**config.mk**
```make
export PLATFORM = sky130hd
export DESIGN_NAME = map_port_arbiter
export DESIGN_NICKNAME = d
export VERILOG_FILES = /design/src/rtl/rojobot_map_pkg.sv /design/src/rtl/map_palette.sv /design/src/rtl/map_port_arbiter.sv
export SDC_FILE = /design/constraint.sdc
export NUM_CORES = 1
export LEC_CHECK = 0
export ABC_AREA = 1
export CELL_PAD_IN_SITES_DETAIL_PLACEMENT = 0
export CELL_PAD_IN_SITES_GLOBAL_PLACEMENT = 1
export CORE_MARGIN = 2
export CORE_UTILIZATION = 32
export CTS_CLUSTER_SIZE = 30
export DETAILED_ROUTE_END_ITERATION = 10
export PLACE_DENSITY = 0.86
export SLEW_MARGIN = 20
export SYNTH_ARGS = -nofsm -noshare
export SYNTH_HDL_FRONTEND = slang
export SYNTH_SLANG_ARGS = --single-unit
```
**constraint.sdc**
```tcl
create_clock -name clk -period 1.52 [get_ports clk]
set_input_delay 0.304 -clock clk [delete_from_list [all_inputs] [get_ports clk]]
set_output_delay 0.304 -clock clk [all_outputs]
set_load 0.01 [all_outputs]
```
**src/rtl/rojobot_map_pkg.sv**
```systemverilog
// Shared types and constants for the world-map RAM port arbiter and its palette.
// Imported by every map-path module so tag encodings and defaults stay in one place.
package rojobot_map_pkg;

    localparam int MAP_ADDR_W = 14;

    typedef enum logic [1:0] {
        TAG_NONE = 2'd0,
        TAG_VID  = 2'd1,
        TAG_BOT  = 2'd2,
        TAG_PASS = 2'd3
    } tag_e;

    localparam logic [1:0] MAP_BG   = 2'd0;
    localparam logic [1:0] MAP_LINE = 2'd1;
    localparam logic [1:0] MAP_OBST = 2'd2;
    localparam logic [1:0] MAP_RSVD = 2'd3;

    localparam logic [11:0] PAL_BG_DEF   = 12'hFFF;
    localparam logic [11:0] PAL_LINE_DEF = 12'h000;
    localparam logic [11:0] PAL_OBST_DEF = 12'hF00;
    localparam logic [11:0] PAL_RSVD_DEF = 12'h0F0;

    // A HIT/STALE pixel and a bot read can share one slot, so each stage keeps
    // a video lane (NONE/VID/PASS) and a bot lane (NONE/BOT).
    typedef struct packed {
        tag_e vid_tag;
        tag_e bot_tag;
        logic stale;
    } stage_t;

endpackage

```
**src/rtl/map_palette.sv**
```systemverilog
// Registered 2-bit map value to 12-bit colour lookup; colour holds unless load is set.
module map_palette
    import rojobot_map_pkg::*;
#(
    parameter logic [11:0] PAL0 = PAL_BG_DEF,
    parameter logic [11:0] PAL1 = PAL_LINE_DEF,
    parameter logic [11:0] PAL2 = PAL_OBST_DEF,
    parameter logic [11:0] PAL3 = PAL_RSVD_DEF
) (
    input  logic        clk,
    input  logic        reset_n,
    input  logic        load,
    input  logic [1:0]  idx,
    output logic [11:0] color
);

    always_ff @(posedge clk or negedge reset_n) begin
        if (!reset_n) begin
            color <= 12'h000;
        end else if (load) begin
            case (idx)
                MAP_BG:   color <= PAL0;
                MAP_LINE: color <= PAL1;
                MAP_OBST: color <= PAL2;
                default:  color <= PAL3;
            endcase
        end
    end

endmodule

```
**src/rtl/map_port_arbiter.sv**
```systemverilog
// Arbitrates the single-port world-map RAM between the video pixel fetch and
// Rojobot queries, with HIT bypass, starvation override and stale-pixel repeat.
module map_port_arbiter
    import rojobot_map_pkg::*;
#(
    parameter int          ADDR_W     = MAP_ADDR_W,
    parameter int          STARVE_MAX = 8,
    parameter logic [11:0] PAL0       = PAL_BG_DEF,
    parameter logic [11:0] PAL1       = PAL_LINE_DEF,
    parameter logic [11:0] PAL2       = PAL_OBST_DEF,
    parameter logic [11:0] PAL3       = PAL_RSVD_DEF
) (
    input  logic              clk,
    input  logic              reset_n,
    input  logic              vid_req,
    input  logic [ADDR_W-1:0] vid_addr,
    output logic              vid_valid,
    output logic              vid_stale,
    output logic [11:0]       map_color,
    input  logic              bot_req,
    input  logic [ADDR_W-1:0] bot_addr,
    output logic              bot_ack,
    output logic [1:0]        bot_data,
    output logic              mem_en,
    output logic [ADDR_W-1:0] mem_addr,
    input  logic [1:0]        mem_dout
);

    localparam logic [7:0] WAIT_LIMIT = 8'(STARVE_MAX - 1);

    logic [7:0]        wait_cnt;
    logic              last_vld;
    logic [ADDR_W-1:0] last_vaddr;
    stage_t            stage1;
    stage_t            stage2;

    logic   bot_busy;
    logic   vid_hit;
    logic   vid_new;
    logic   bot_pend;
    logic   override;
    logic   grant_vid;
    logic   grant_bot;
    stage_t slot;

    // The bot counts as busy until its ack cycle is over, so a level request
    // still high during ack is not granted twice.
    assign bot_busy  = (stage1.bot_tag == TAG_BOT) || (stage2.bot_tag == TAG_BOT) || bot_ack;
    assign vid_hit   = vid_req && last_vld && (vid_addr == last_vaddr);
    assign vid_new   = vid_req && !vid_hit;
    assign bot_pend  = bot_req && !bot_busy;
    assign override  = bot_pend && (wait_cnt == WAIT_LIMIT);
    assign grant_vid = vid_new && !override;
    assign grant_bot = bot_pend && (!vid_new || override);

    always_comb begin
        slot = '{vid_tag: TAG_NONE, bot_tag: TAG_NONE, stale: 1'b0};
        if (grant_vid) begin
            slot.vid_tag = TAG_VID;
        end else if (vid_req) begin
            slot.vid_tag = TAG_PASS;
            slot.stale   = vid_new;
        end
        if (grant_bot) begin
            slot.bot_tag = TAG_BOT;
        end
    end

    always_ff @(posedge clk or negedge reset_n) begin
        if (!reset_n) begin
            mem_en     <= 1'b0;
            mem_addr   <= '0;
            stage1     <= '{vid_tag: TAG_NONE, bot_tag: TAG_NONE, stale: 1'b0};
            stage2     <= '{vid_tag: TAG_NONE, bot_tag: TAG_NONE, stale: 1'b0};
            vid_valid  <= 1'b0;
            vid_stale  <= 1'b0;
            bot_ack    <= 1'b0;
            bot_data   <= 2'd0;
            wait_cnt   <= 8'd0;
            last_vld   <= 1'b0;
            last_vaddr <= '0;
        end else begin
            mem_en <= grant_vid || grant_bot;
            if (grant_vid) begin
                mem_addr <= vid_addr;
            end else if (grant_bot) begin
                mem_addr <= bot_addr;
            end

            stage1 <= slot;
            stage2 <= stage1;

            vid_valid <= (stage2.vid_tag != TAG_NONE);
            vid_stale <= (stage2.vid_tag == TAG_PASS) && stage2.stale;
            bot_ack   <= (stage2.bot_tag == TAG_BOT);
            if (stage2.bot_tag == TAG_BOT) begin
                bot_data <= mem_dout;
            end

            if (grant_vid) begin
                last_vld   <= 1'b1;
                last_vaddr <= vid_addr;
            end

            // Only a request that is actually waiting ages; in-flight cycles do not.
            if (!bot_pend || grant_bot) begin
                wait_cnt <= 8'd0;
            end else if (wait_cnt != WAIT_LIMIT) begin
                wait_cnt <= wait_cnt + 8'd1;
            end
        end
    end

    map_palette #(
        .PAL0 (PAL0),
        .PAL1 (PAL1),
        .PAL2 (PAL2),
        .PAL3 (PAL3)
    ) u_palette (
        .clk     (clk),
        .reset_n (reset_n),
        .load    (stage2.vid_tag == TAG_VID),
        .idx     (mem_dout),
        .color   (map_color)
    );

endmodule

```
## Word-level counts from Yosys, hierarchy flattened

Cells that the tools add are included.

| storage, ports and cells | value |
|---|---|
| register bits after elaboration | 65 |
| latch bits | 0 |
| memory bits (writable) | 0 |
| bits in read-only memories | 0 |
| input bits | 34 |
| output and inout port bits | 32 |
| memories | 0 |

| operators by class | value |
|---|---|
| $add $sub $neg | 1 |
| multipliers | 0 |
| divide/modulo/power cells | 0 |
| magnitude comparators | 0 |
| equality and inequality tests | 9 |
| shift-type cells | 0 |
| multiplexer cells | 10 |
| bitwise logic cells | 0 |
| reductions and logical operators | 22 |

Operators with widths:

| kind | count |
|---|---|
| $pmux W12 S3 | 1 |
| $mux W14 | 2 |
| $mux W8 | 2 |
| $eq A14 B14 Y1 | 1 |
| $add A8 B1 Y8 const B | 1 |
| $eq A2 B2 Y1 const B | 4 |
| $eq A8 B3 Y1 const B | 1 |
| $logic_and A1 B1 Y1 | 8 |
| $ne A8 B3 Y1 const B | 1 |
| $mux W2 | 3 |
| $reduce_bool A2 Y1 | 3 |
| $logic_not A1 Y1 | 5 |
| $logic_or A1 B1 Y1 | 5 |
| $eq A2 B1 Y1 const B | 2 |
| $logic_not A2 Y1 | 1 |
| $mux W1 | 2 |

## Depth between registers and ports, before layout

| depth | value |
|---|---|
| depth in word-level cells | 10 |
| depth in mapped cells | 11 |
| gate-level depth less buffers | 10 |

## Hierarchy

Synthesis repeated with hierarchy kept, for this count alone.

| unflattened totals | value |
|---|---|
| cell total of the unflattened synthesis | 302 |
| area, all modules | 2560.0 µm² |

Modules (own cells, without submodules):

| module | times used | cells an instance | area an instance (µm²) | sequential area each (µm²) |
|---|---|---|---|---|
| map_port_arbiter | 1 | 277 | 2348.5 | 1276.2 |
| map_palette | 1 | 25 | 211.5 | 75.1 |

## Worst setup path after synthesis

OpenSTA, ideal clock, no wires.

| timing | value |
|---|---|
| path type | flip-flop to flip-flop |
| from | register wait_cnt[0] |
| to | register mem_addr[10] |
| data arrival time | 1.358 ns |
| required time | 1.394 ns |
| setup slack | 0.036 ns |
| stages on the path, launching flop included | 8 |
| period minus slack after synthesis | 1.484 ns |
| cells stage by stage | dfrtp_1 ha_1 nand2_1 nor3_1 nand3_4 buf_2 nand4_1 nand3_1 |

| on the way | value |
|---|---|
| longest elaborated chain between the ends | 5 |
| elaborated cells between the ends (all ways) | 8 |

Ends and longest elaborated chain:

| what | line | text |
|---|---|---|
| from (decl) | map_port_arbiter.sv:31 | `logic [7:0] wait_cnt;` |
| from (signal assigned) | map_port_arbiter.sv:109 | `wait_cnt <= wait_cnt + 8'd1;` |
| $eq A8 B3 Y1 (*) | map_port_arbiter.sv:52 | `assign override = bot_pend && (wait_cnt == WAIT_LIMIT);` |
| $logic_and A1 B1 Y1 (*) | map_port_arbiter.sv:52 |  |
| $logic_not A1 Y1 / $logic_or A1 B1 Y1 (equally long branches) | map_port_arbiter.sv:53, map_port_arbiter.sv:54 |  |
| $logic_and A1 B1 Y1 (on tied branches) | map_port_arbiter.sv:53, map_port_arbiter.sv:54 |  |
| $mux W14 / $reduce_bool A2 Y1 (equally long branches) | -- |  |
| to (signal assigned) | map_port_arbiter.sv:85 | `mem_addr <= vid_addr;` |
| to (signal assigned) | map_port_arbiter.sv:87 | `mem_addr <= bot_addr;` |
| to (decl) | map_port_arbiter.sv:25 | `output logic [ADDR_W-1:0] mem_addr,` |

Mark *: on every way between the ends. The rest lies on a longest branch, timed or not.
A chain may end at the register's enable or synchronous reset.

## Worst setup path after layout

| timing | value |
|---|---|
| from | register last_vaddr[6] |
| to | register wait_cnt[3] |

| on the way | value |
|---|---|
| longest elaborated chain between the ends | 9 |
| elaborated cells between the ends (all ways) | 10 |

Ends and longest elaborated chain:

| what | line | text |
|---|---|---|
| from (decl) | map_port_arbiter.sv:33 | `logic [ADDR_W-1:0] last_vaddr;` |
| from (signal assigned) | map_port_arbiter.sv:102 | `last_vaddr <= vid_addr;` |
| $eq A14 B14 Y1 (*) | map_port_arbiter.sv:49 | `assign vid_hit = vid_req && last_vld && (vid_addr == last_vaddr);` |
| $logic_and A1 B1 Y1 (*) | map_port_arbiter.sv:49 |  |
| $logic_not A1 Y1 (*) | map_port_arbiter.sv:50 | `assign vid_new = vid_req && !vid_hit;` |
| $logic_and A1 B1 Y1 (*) | map_port_arbiter.sv:50 |  |
| $logic_not A1 Y1 (*) | map_port_arbiter.sv:54 | `assign grant_bot = bot_pend && (!vid_new \|\| override);` |
| $logic_or A1 B1 Y1 (*) | map_port_arbiter.sv:54 |  |
| $logic_and A1 B1 Y1 (*) | map_port_arbiter.sv:54 |  |
| $logic_or A1 B1 Y1 (*) | map_port_arbiter.sv:106 | `if (!bot_pend \|\| grant_bot) begin` |
| $mux W8 / $reduce_bool A2 Y1 (equally long branches) | -- |  |

Marked as above.

==> flow_summary.yaml <==
timing:
  period_needed_ns: 1.53
  hold_violation_total_from_the_final_report: 0
  totalNegativeSetupSlack_ns: -0.0295
  final_max_slew_viol_count: 0
  max_slew.worst_pin.slew_ns: 0.396
  setup_slack_ns: -0.00895
  timing.clock.skew_ns: 0.0123
  final.hold.worst_slack_ns: 0.355
  final.period_utilization: 1.01
  unrepaired_setup_endpoints_after_global_routing: "true"
  slew_headroom: 0.736
  fmaxAchievable_mhz: 654
  setup-violations-final: 6
worst_setup_path:
  crit_path_max_incr_delay_ns: 0.40
  cp_data_arrival_time_ns: 1.72
  critPathMostFrequentCell: "sky130_fd_sc_hd__nand2_1"
  worstReg2RegStart: "last_vaddr[6]$_DFFE_PN0N_"
  largest_delay_contributor_family_on_the_critical_path: "simple AND/OR/NAND/NOR gates"
  worst_setup_path_end_kind: "flip-flop"
  path_cells: "inv_1 > nand2_1 > nand2_1 > nor2_1 > nand2_1 > nor2_2 > nand2_4 > buf_6 > nand4_1 > buf_6 > nor3_1"
  crit_start_category: "flip-flop"
  critPathSlowestCell: "sky130_fd_sc_hd__dfrtp_1"
  worst_setup_path_startpoint: "last_vaddr[6]$_DFFE_PN0N_"
  path_max_fanout: 8
  timing.setup.critical_path_class: "flip-flop to flip-flop"
  critical_path_required_ns: 1.71
  crit_buf_inv: 3
global_routing:
  grt_first_pass_wirelength_mm: 10.4
  antenna_found_initial: 0
  vias_in_the_first_global_route: 2210
  grt_most_used_layer: "met2"
  largest_net_degree_at_the_start_of_global_routing: 39
  globalRouteMet1Util: 0.205
  grt_util_met3: 0.0290
  grt_util_all_layers: 0.151
  global_route.usage.met2: 0.249
  global_route.overflow_total: 0
synth:
  synth-edff-count: 0
  ys.flop_type: "sky130_fd_sc_hd__dfrtp_1"
  yosys.cell_types.count: 24
  synthArstFlopShare: 1.00
  post_synth_inst_count: 300
  ys_ff_latch: 54
  syn_avg_cell_area_um2: 8.48
  ys_warn_count: 0
  mappedNetlistArea_mm2: 0.00254
  postSynthNetCount: 337
  yosysSeqAreaShare: 0.531
routing:
  drt-total-wl_mm: 6.32
  final_antenna_net_count: 0
  route.vias.total: 2246
  drt-initial-drc-count: 101
  drc_violations_left: 0
  detail_route.vias_per_cell: 4.64
  route.detailed.wl_per_inst_um: 13.1
  drt_pass1_iterations: 4
power_and_ir_drop:
  p_per_area_mw_per_mm2: 854
  worst_ir_drop_vdd_mv: 0.326
  power.leakage_nw: 1.99
cts:
  clkSinkCount: 54
  numCtsBuffers: 5
  cts-root-to-sink-buffers: 2
  cts_root_buf: "sky130_fd_sc_hd__clkbuf_8"
  clk_latency_worst_skew_pair_ns: 0.31
  cts.clk_slew.worst_paths_ns: 0.10
  cts-htree-levels: 2
  tritoncts: "built"
layout:
  syn_to_final_growth_pct: 47.0
  drive_above_1_share: 0.196
  antenna_cells_inserted: 0
  area_used_by_multi_input_combinational_logic_mm2: 0.00107
  layout.filler_cells: 727
  layout_net_count: 418
  area.sequential_mm2: 0.00135
job:
  drv.max_cap_violation_count: 0
placement:
  hpwlAfterDp_mm: 4.46
  port_buffers: 65
  place_congestion: 0.824
die:
  top_level_ports: 66
  floorplan.die.height_um: 93.2
  rows: 32
  dieWidth_um: 93.2
  design.core.area_mm2: 0.00773
  die_area_mm2: 0.00868
  initial_util: 0.329
worst_hold_path:
  startpoint_of_the_lowest_slack_hold_path: "stage1[0]$_DFF_PN0_"
  worstHoldPathType: "flip-flop to flip-flop"
status:
  result_of_the_run: "complete, but fails checks"
  failed_checks: "negative setup slack"
## per-layer routing
| layer | routed length, um | up-vias | share of wire |
|---|---|---|---|
| li1 | - | 1108 | - |
| met1 | 2750 | 1067 | 0.43 |
| met2 | 3140 | 64 | 0.50 |
| met3 | 347 | 7 | 0.055 |
| met4 | 80 | 0 | 0.013 |
| met5 | 0 | - | 0 |
## per-stage QoR
stage                     std cells  cell area [um^2]   util  total power, mW  setup WS, ns
after floorplan                 300              2540      -             1.95        0.0356
after global placement          469              3390  0.439             2.32        -0.440
after detailed placement        469              3390  0.439             2.33        -0.448
after CTS                       484              3600  0.466             3.19      0.000245
after global routing            484              3740  0.484             3.36        -0.140
final                           484              3740  0.484             3.19      -0.00895
## placed cells by master (no fill, tap or decap), types with 2 or more instances in the layout
cell type,Yosys,final
sky130_fd_sc_hd__dfrtp_1,54,54
sky130_fd_sc_hd__dlygate4sd2_1,0,36
sky130_fd_sc_hd__nand3_2,1,15
sky130_fd_sc_hd__buf_12,0,5
sky130_fd_sc_hd__buf_6,3,3
sky130_fd_sc_hd__a21oi_1,2,2
sky130_fd_sc_hd__nor3_2,0,2
sky130_fd_sc_hd__nand2_1,79,73
sky130_fd_sc_hd__nand2_2,1,5
sky130_fd_sc_hd__ha_1,3,2
sky130_fd_sc_hd__xor2_1,3,3
sky130_fd_sc_hd__nand3_4,1,5
sky130_fd_sc_hd__nor2_1,23,20
sky130_fd_sc_hd__nor3_1,7,5
sky130_fd_sc_hd__buf_4,11,20
sky130_fd_sc_hd__nand4_1,16,16
sky130_fd_sc_hd__dlymetal6s2s_1,0,8
sky130_fd_sc_hd__nor2_2,0,3
sky130_fd_sc_hd__nand2_4,1,3
sky130_fd_sc_hd__o21ai_0,3,3
sky130_fd_sc_hd__clkbuf_8,0,7
sky130_fd_sc_hd__inv_1,37,35
sky130_fd_sc_hd__nand3_1,44,26
sky130_fd_sc_hd__clkdlybuf4s50_1,0,20
## power by group
group	internal, mW	switching [mW]
sequential	1.54	0.0736
clock	0.418	0.459
combinational	0.346	0.354
## flip-flops by register name, indices dropped and copies added (netlist names)
register and count:
vid_stale 1, vid_valid 1, bot_data 2, bot_ack 1, mem_addr 14, mem_en 1, stage2 4, stage1 4
wait_cnt 8, last_vld 1, u_palette.color 3, last_vaddr 14
## synthesized netlist by cell type (2+ instances only)
library cell | count | share of area
sky130_fd_sc_hd__nand2_1 | 79 | 0.12
sky130_fd_sc_hd__nor3_1 | 7 | 0.014
sky130_fd_sc_hd__nor2_1 | 23 | 0.034
sky130_fd_sc_hd__dfrtp_1 | 54 | 0.53
sky130_fd_sc_hd__clkbuf_1 | 2 | 0.0030
sky130_fd_sc_hd__buf_6 | 3 | 0.013
sky130_fd_sc_hd__nand4_1 | 16 | 0.039
sky130_fd_sc_hd__buf_4 | 11 | 0.032
sky130_fd_sc_hd__ha_1 | 3 | 0.015
sky130_fd_sc_hd__a21oi_1 | 2 | 0.0039
sky130_fd_sc_hd__nand3_1 | 44 | 0.087
sky130_fd_sc_hd__o21ai_0 | 3 | 0.0059
sky130_fd_sc_hd__buf_2 | 4 | 0.0079
sky130_fd_sc_hd__inv_1 | 37 | 0.055
sky130_fd_sc_hd__xor2_1 | 3 | 0.010
## cell type report
class,instances,share of cell area
clock buffers,7,0.0258
clock inverters,1,0.00234
inverters,37,0.0381
multi-input cells,188,0.286
flip-flops and latches,54,0.361
well taps,102,0.0341
repair buffers,95,0.252
## timing repair
action,4_1_cts,5_1_grt
setup endpoints to repair,60,48
hold endpoints to repair,16,0
hold buffers,1,0
buffers inserted,6,1
resized for setup,51,36
gates cloned,1,0
pin swaps,10,8
## kinds of logic after synthesis
logic type	count (synthesis)	share of synthesized area
muxes	1	0.00443
adders and majority gates	3	0.0148
buffers and inverters	58	0.113
xor gates and xnor gates	4	0.0138
AOI/OAI and AO/OA	6	0.0128
DFF	54	0.531
and+or+nand+nor	174	0.310
## final timing paths
kind	end	slack [ns]	cells after the start
max in group asynchronous	last_vaddr[4]$_DFFE_PN0N_	0.54	3
max	wait_cnt[3]$_DFFE_PN0P_	-0.009	11
min in group asynchronous	wait_cnt[1]$_DFFE_PN0P_	0.45	2
max reg2reg	wait_cnt[3]$_DFFE_PN0P_	-0.009	11
min	stage2[0]$_DFF_PN0_	0.35	0
min reg2reg	stage2[0]$_DFF_PN0_	0.35	0
(Power assumes the default switching activity.)
